`src/rtl/exc_unit_if.sv`:
```
// exc_unit_if: controller <-> exception unit handshake and register bus.
// master = controller side, slave = exception unit side.
interface exc_unit_if #(
   parameter int unsigned DW = 64
);
   logic          Exc;
   logic [3:0]    EStatus;
   logic          ERet;
   logic          ExtIAck;
   logic [DW-1:0] pc;
   logic          ExtIRQ;
   logic          ExcAck;
   logic [1:0]    pc_sel;
   logic [DW-1:0] vec_addr;
   logic [DW-1:0] elr;
   logic [3:0]    esr;
   logic          in_handler;
   logic          halt;

   modport master (
      output Exc, EStatus, ERet, ExtIAck, pc,
      input  ExtIRQ, ExcAck, pc_sel, vec_addr, elr, esr, in_handler, halt
   );

   modport slave (
      input  Exc, EStatus, ERet, ExtIAck, pc,
      output ExtIRQ, ExcAck, pc_sel, vec_addr, elr, esr, in_handler, halt
   );
endinterface

```
`src/rtl/exc_unit.sv`:
```
// exc_unit: exception/interrupt unit for the single-cycle core.
// Synchronises and latches the external IRQ, accepts exceptions, saves
// ELR/ESR, selects the next PC and halts the core on a double fault.
// Optional macro EXC_COUNT_EN adds a saturating accepted-exception counter.
module exc_unit #(
   parameter int unsigned       DW          = 64,
   parameter logic [DW-1:0]     EXC_VECTOR  = DW'(64'h0000_0000_0000_00D8),
   parameter int unsigned       SYNC_STAGES = 2
) (
   input  logic             clk,
   input  logic             reset,
   input  logic             irq_in,
   exc_unit_if.slave        bus
`ifdef EXC_COUNT_EN
   ,
   output logic [15:0]      exc_count
`endif
);

   localparam int unsigned ESR_W = 4;

   typedef enum logic [1:0] {
      ST_IDLE    = 2'd0,
      ST_HANDLER = 2'd1,
      ST_HALT    = 2'd2
   } state_t;

   state_t              r_state;
   state_t              w_state_nxt;
   logic [SYNC_STAGES-1:0] r_sync;
   logic                r_sync_prev;
   logic                r_pending;
   logic [DW-1:0]       r_elr;
   logic [ESR_W-1:0]    r_esr;
   logic                w_irq_rise;
   logic                w_exc_ack;
   logic [1:0]          w_pc_sel;

   // State register
   always_ff @(posedge clk) begin
      if (reset) r_state <= ST_IDLE;
      else       r_state <= w_state_nxt;
   end

   // Next-state logic; Exc beats ERet in HANDLER, HALT only leaves on reset
   always_comb begin
      w_state_nxt = r_state;
      case (r_state)
         ST_IDLE:    if (bus.Exc) w_state_nxt = ST_HANDLER;
         ST_HANDLER: begin
            if (bus.Exc)       w_state_nxt = ST_HALT;
            else if (bus.ERet) w_state_nxt = ST_IDLE;
         end
         ST_HALT:    w_state_nxt = ST_HALT;
         default:    w_state_nxt = ST_IDLE;
      endcase
   end

   // Same-cycle acknowledge and next-PC select
   always_comb begin
      w_exc_ack = 1'b0;
      w_pc_sel  = 2'b00;
      if (!reset) begin
         case (r_state)
            ST_IDLE: if (bus.Exc) begin
               w_exc_ack = 1'b1;
               w_pc_sel  = 2'b01;
            end
            ST_HANDLER: if (!bus.Exc && bus.ERet) w_pc_sel = 2'b10;
            default: ;
         endcase
      end
   end

   // IRQ synchroniser chain and edge-detect history
   always_ff @(posedge clk) begin
      if (reset) begin
         r_sync      <= '0;
         r_sync_prev <= 1'b0;
      end else begin
         r_sync      <= {r_sync[SYNC_STAGES-2:0], irq_in};
         r_sync_prev <= r_sync[SYNC_STAGES-1];
      end
   end

   assign w_irq_rise = r_sync[SYNC_STAGES-1] & ~r_sync_prev;

   // Pending latch: a new edge wins over a simultaneous acknowledge
   always_ff @(posedge clk) begin
      if (reset)           r_pending <= 1'b0;
      else if (w_irq_rise) r_pending <= 1'b1;
      else if (bus.ExtIAck) r_pending <= 1'b0;
   end

   // Link and syndrome registers; a double fault marks bit 3 and keeps ELR
   always_ff @(posedge clk) begin
      if (reset) begin
         r_elr <= '0;
         r_esr <= '0;
      end else if (r_state == ST_IDLE && bus.Exc) begin
         r_elr <= bus.pc;
         r_esr <= bus.EStatus;
      end else if (r_state == ST_HANDLER && bus.Exc) begin
         r_esr <= bus.EStatus | 4'b1000;
      end
   end

`ifdef EXC_COUNT_EN
   logic [15:0] r_exc_count;

   // Saturating count of accepted exceptions
   always_ff @(posedge clk) begin
      if (reset)
         r_exc_count <= '0;
      else if (w_exc_ack && r_exc_count != 16'hFFFF)
         r_exc_count <= r_exc_count + 16'd1;
   end

   assign exc_count = r_exc_count;
`endif

   assign bus.ExtIRQ     = r_pending & (r_state == ST_IDLE) & ~reset;
   assign bus.ExcAck     = w_exc_ack;
   assign bus.pc_sel     = w_pc_sel;
   assign bus.vec_addr   = EXC_VECTOR;
   assign bus.elr        = r_elr;
   assign bus.esr        = r_esr;
   assign bus.in_handler = (r_state == ST_HANDLER);
   assign bus.halt       = (r_state == ST_HALT);

endmodule

```
`src/flat_wrapper.sv`:
```
// flat-port wrapper written by rule: the top's interface ports become plain ports
module exc_unit_flat 
#(
   parameter int unsigned       DW          = 64,
   parameter logic [DW-1:0]     EXC_VECTOR  = DW'(64'h0000_0000_0000_00D8),
   parameter int unsigned       SYNC_STAGES = 2
)
  (clk, reset, irq_in, bus_Exc, bus_EStatus, bus_ERet, bus_ExtIAck, bus_pc, bus_ExtIRQ, bus_ExcAck, bus_pc_sel, bus_vec_addr, bus_elr, bus_esr, bus_in_handler, bus_halt);
  exc_unit_if #(.DW(DW)) bus_i ();
  input  logic clk;
  input  logic reset;
  input  logic irq_in;
  input wire logic [$bits(bus_i.Exc)-1:0] bus_Exc;
  input wire logic [$bits(bus_i.EStatus)-1:0] bus_EStatus;
  input wire logic [$bits(bus_i.ERet)-1:0] bus_ERet;
  input wire logic [$bits(bus_i.ExtIAck)-1:0] bus_ExtIAck;
  input wire logic [$bits(bus_i.pc)-1:0] bus_pc;
  output wire logic [$bits(bus_i.ExtIRQ)-1:0] bus_ExtIRQ;
  output wire logic [$bits(bus_i.ExcAck)-1:0] bus_ExcAck;
  output wire logic [$bits(bus_i.pc_sel)-1:0] bus_pc_sel;
  output wire logic [$bits(bus_i.vec_addr)-1:0] bus_vec_addr;
  output wire logic [$bits(bus_i.elr)-1:0] bus_elr;
  output wire logic [$bits(bus_i.esr)-1:0] bus_esr;
  output wire logic [$bits(bus_i.in_handler)-1:0] bus_in_handler;
  output wire logic [$bits(bus_i.halt)-1:0] bus_halt;
  assign bus_i.Exc = bus_Exc;
  assign bus_i.EStatus = bus_EStatus;
  assign bus_i.ERet = bus_ERet;
  assign bus_i.ExtIAck = bus_ExtIAck;
  assign bus_i.pc = bus_pc;
  assign bus_ExtIRQ = bus_i.ExtIRQ;
  assign bus_ExcAck = bus_i.ExcAck;
  assign bus_pc_sel = bus_i.pc_sel;
  assign bus_vec_addr = bus_i.vec_addr;
  assign bus_elr = bus_i.elr;
  assign bus_esr = bus_i.esr;
  assign bus_in_handler = bus_i.in_handler;
  assign bus_halt = bus_i.halt;
  exc_unit #(.DW(DW), .EXC_VECTOR(EXC_VECTOR), .SYNC_STAGES(SYNC_STAGES)) u_core (.clk(clk), .reset(reset), .irq_in(irq_in), .bus(bus_i));
endmodule
```
`config.mk`:
```
export PLATFORM = sky130hd
export DESIGN_NAME = exc_unit_flat
export DESIGN_NICKNAME = d
export VERILOG_FILES = /design/src/rtl/exc_unit_if.sv /design/src/rtl/exc_unit.sv /design/src/flat_wrapper.sv
export SDC_FILE = /design/constraint.sdc
export NUM_CORES = 1
export LEC_CHECK = 0
export CORE_AREA = 2 2 82 84
export CTS_CLUSTER_SIZE = 40
export DETAILED_ROUTE_END_ITERATION = 6
export DIE_AREA = 0 0 84 86
export DONT_BUFFER_PORTS = 1
export GPL_ROUTABILITY_DRIVEN = 0
export MAX_ROUTING_LAYER = met4
export PLACE_DENSITY_LB_ADDON = 0.12
export SLEW_MARGIN = 25
export SYNTH_ARGS = -nofsm -noshare
export SYNTH_HDL_FRONTEND = slang
export SYNTH_SLANG_ARGS = --single-unit
```
`constraint.sdc`:
```
create_clock -name clk -period 2.6 [get_ports clk]
set_input_delay 0.39 -clock clk [delete_from_list [all_inputs] [get_ports clk]]
set_output_delay 0.39 -clock clk [all_outputs]
set_load 0.03 [all_outputs]
```
# [Word level (Yosys, flattened, before mapping)]
# Cells that the tools add are included.
[word_totals] regBits=74
[classes] eq_ne=4 n_reduce_logical=8 bitwise=5 mux=15
[ops] operator="$mux 2" n=5
[ops] operator="$mux 4" n=2
[ops] operator="$mux 1" n=6
[ops] operator="$pmux 2 s3" n=1
[ops] operator="$pmux 2 s2" n=1
[ops] operator="$reduce_bool 2->1" n=2
[ops] operator="$and 1x1->1" n=3
[ops] operator="$logic_and 1x1->1" n=3
[ops] operator="$ne 3x3->1 const B" n=1
[ops] operator="$eq 2x1->1 const B" n=1
[ops] operator="$eq 2x2->1 const B" n=1
[ops] operator="$logic_not 2->1" n=1
[ops] operator="$ne 2x2->1 const B" n=1
[ops] operator="$not 1->1" n=2
[ops] operator="$reduce_and 2->1" n=1
[ops] operator="$logic_not 1->1" n=1

# [Longest topological paths before layout]
[depth] depth_word=5 ltp_mapped=6

# [Worst setup path before layout]
# OpenSTA, ideal clock, no wires.
[synth_timing] kind="input to output" startpoint="in reset" endpoint="out bus_pc_sel[0]" n_path_buf=3 t_arrival_ps=1752 cell_stages=4 slack_ps=458 path_cell_list="clkbuf_1 clkbuf_1 nor3_1 buf_4"
[synth_via] elab_chain_cells=1
[synth_lines] item="from (decl)" line_no="flat_wrapper.sv:11" text="input logic reset;"
[synth_lines] item="$mux 2" line_no="exc_unit.sv:63" text="if (!reset) begin"
[synth_lines] item="to (decl)" line_no="flat_wrapper.sv:20" text="output wire logic [$bits(bus_i.pc_sel)-1:0] bus_pc_sel;"
# Every way passes these cells.

# [Worst setup path in the final report]
[layout_timing] startpoint="reg u_core.r_state[1]" endpoint="out bus_halt"
[layout_via] elab_chain_cells=1
[layout_lines] item="from (decl)" line_no="exc_unit.sv:28" text="state_t r_state;"
[layout_lines] item="from (signal assigned)" line_no="exc_unit.sv:42" text="else r_state <= w_state_nxt;"
[layout_lines] item="$eq 2x2->1" line_no="exc_unit.sv:129" text="assign bus.halt = (r_state == ST_HALT);"
[layout_lines] item="to (decl)" line_no="flat_wrapper.sv:25" text="output wire logic [$bits(bus_i.halt)-1:0] bus_halt;"
# Every way passes these cells.

==> metrics.md <==
| Metric | Value |
|---|---|
| R2R cell count | `3` |
| CTS Buf Count | `9` |
| Layout cell share with drive strength beyond 1 | `5.84%` |
| CP peak stage delay | `0.60 ns` |
| Clock skew | `0.00678 ns` |
| Dpl ws | `1.03 ns` |
| Clock root cell | `clkbuf_8` |
| Power Internal | `1.68 mW` |
| Die Y | `86 µm` |
| RSZ-0062 raised after global routing | `no` |
| Switching Power | `804 µW` |
| N_diodes | `0` |
| Synth cell types | `21` |
| Cell Chain, Critical Path | `nor2b_1` |
| PwrDens | `821 nW/µm²` |
| Post-synthesis cell area | `3170 µm²` |
| Required time of the critical path | `2.21 ns` |
| Vias per cell | `4.78` |
| Leak | `1.26 nW` |
| Ys Warns | `0` |
| CP endpoint kind | `primary output` |
| Gr usage total | `16.7%` |
| Combinational power share | `11.8%` |
| Initial core utilization | `50.6%` |
| DPL Wire Length | `4130 µm` |
| Switching Share | `32.3%` |
| CP top delay family | `simple AND/OR/NAND/NOR gates` |
| Maximum clock frequency | `554 MHz` |
| Final setup fails | `0` |
| Final Hold Viols | `0` |
| # IOs | `212` |
| Synthesis-to-finish area growth | `-4.65%` |
| Final #Nets | `448` |
| Post-CTS sizing | `0` |
| PnR worst setup slack | `0.795 ns` |
| Crit-path max FO | `9` |
| Cells after synthesis | `388` |
| CTS tree | `done` |
| Slowest CP cell | `nor2b_1` |
| Clock Latency Late Sink | `0.33 ns` |
| Avg WL per Cell | `13.7 µm` |
| Worst-Margin Slew | `0.768 ns` |
| Die Wd | `84 µm` |
| Final non-filler cell total | `454` |
| Number of global-route vias before repair | `1971` |
| Grt ovf | `0` |
| Worst-path clk slew | `0.07 ns` |
| CTS Buffer Depth | `2` |
| H-Tree Depth | `3` |
| Reg power frac | `56.2%` |
| DR pass1 iterations | `4` |
| Final Cell Area | `3030 µm²` |
| Pin count of the biggest net entering global routing | `78` |
| Post-route ant nets | `0` |
| #FFs+latches synth | `74` |
| CP Depth | `1` |
| Inst Count DP | `440` |
| Residual DRC | `0` |
| Initial antenna violation count | `0` |
| Hold Path Depth | `1` |
| Filler instances | `661` |
| DR iter-0 viols | `83` |
| Core Region | `6280 µm²` |
| Vias | `2170` |
| Min-Delay Path Class | `primary input to flip-flop` |
| Kind of critical path | `flip-flop to primary output` |
| Syn_area_per_cell | `8.18 µm²` |
| I/O Buffers | `0` |
| Final period util | `69.4%` |
| Clock Sinks | `74` |
| Setup_tns | `0 ns` |
| MaxCap Viol Count | `0` |
| Maximum vdd drop | `445 µV` |
| Total wire length | `6200 µm` |
| Die area | `7220 µm²` |
| Arr. time, crit path | `1.41 ns` |
| Row cnt | `29` |
| Crit path time final | `1.80 ns` |
| Critical Path Source Type | `flip-flop` |
| Headroom to the max-slew limit | `48.8%` |
| Area post-placement | `2850 µm²` |
| Tot Pwr | `2.49 mW` |
| Post-Route Utilization | `48.2%` |
| Status | `finished clean` |
| Cts-stage hold buffer count | `0` |
| Hold slack | `0.125 ns` |
| Slew Limit Fails | `0` |
| Critical path buffers and inverters | `0` |
| First-pass GRT wire length | `9270 µm` |
| Sequential area share after synthesis | `46.7%` |
| Clock share of power | `31.9%` |
| Post-CTS Setup Inserts | `0` |
-- synth_stat cells, drive strengths merged --
library cell / instances / area, µm²
and2b: 2 / 15.0
or3b: 2 / 20.0
clkbuf: 9 / 33.8
nand3b: 1 / 7.51
buf: 82 / 661
nand2: 128 / 480
conb: 2 / 7.51
nor2b: 4 / 25.0
nor4b: 1 / 8.76
dfxtp: 74 / 1480
nor3: 2 / 10.0
a21oi: 66 / 330
nor3b: 1 / 7.51
nand2b: 3 / 18.8
a211oi: 2 / 15.0
mux2i: 3 / 30.0
nor2: 6 / 22.5
-- flip-flops by register name, summed over array words and instances, names as in the netlist --
name                flops
u_core.bus.esr          4
u_core.r_sync           2
u_core.r_pending        1
u_core.bus.elr         64
u_core.r_state          2
u_core.r_sync_prev      1
-- power by group through the flow --
stage                     logic (mW)  registers [mW]  clock network (mW)
final                          0.294            1.40               0.794
after floorplan                0.397            1.41                   0
after detailed placement       0.294            1.43                   0
after global routing           0.327            1.41               0.885
after CTS                      0.295            1.40               0.832
after global placement         0.290            1.43                   0
-- cells in the final DEF (no fill, tap or decap), types with 2 or more instances in the layout --
cell,instances
nand2_1,128
and2b_1,2
nand2b_1,3
buf_4,4
dfxtp_1,74
a211oi_1,2
nor2_1,6
mux2i_1,3
clkbuf_8,12
conb_1,64
a21oi_1,66
nor2b_1,4
-- metal layers --
layer	GRT usage, %	part of all wire, %
met1	17.8	39
met2	27.7	50
met3	6.35	9.8
met4	7.77	1.5
met5	-	0
-- layout make-up --
type	count	area [µm²]	area share, %
sequential	74	1480	48.9
multi-input combinational	285	1240	41.0
clock buffer	12	165	5.46
tap	77	96.3	3.18
timing repair buffer	4	30.0	0.992
clock inverter	2	12.5	0.413
-- logic make-up (layout without fill, tap and decap cells) --
logic type / Yosys count / in the layout / synth area share (%)
flip-flops: 74 / 74 / 46.7
other: 2 / 64 / 0.237
multiplexers: 3 / 3 / 0.946
AND/OR/NAND/NOR: 150 / 150 / 19.4
buffers and inverters: 91 / 18 / 21.9
AO/OA/AOI/OAI: 68 / 68 / 10.9
-- final timing paths --
| path | from | end | slack (ns) |
|---|---|---|---|
| worst max-delay path | u_core.r_state[1]$_SDFFE_PP0P_ | bus_halt | 0.80 |
| worst min register to register | u_core.r_sync[0]$_SDFF_PP0_ | u_core.r_sync[1]$_SDFF_PP0_ | 0.44 |
| worst max register to register | u_core.r_state[1]$_SDFFE_PP0P_ | u_core.bus.elr[12]$_SDFFE_PP0P_ | 1.04 |
| worst min-delay path | reset | u_core.bus.elr[52]$_SDFFE_PP0P_ | 0.13 |
Power figures use the tool's default switching activity.
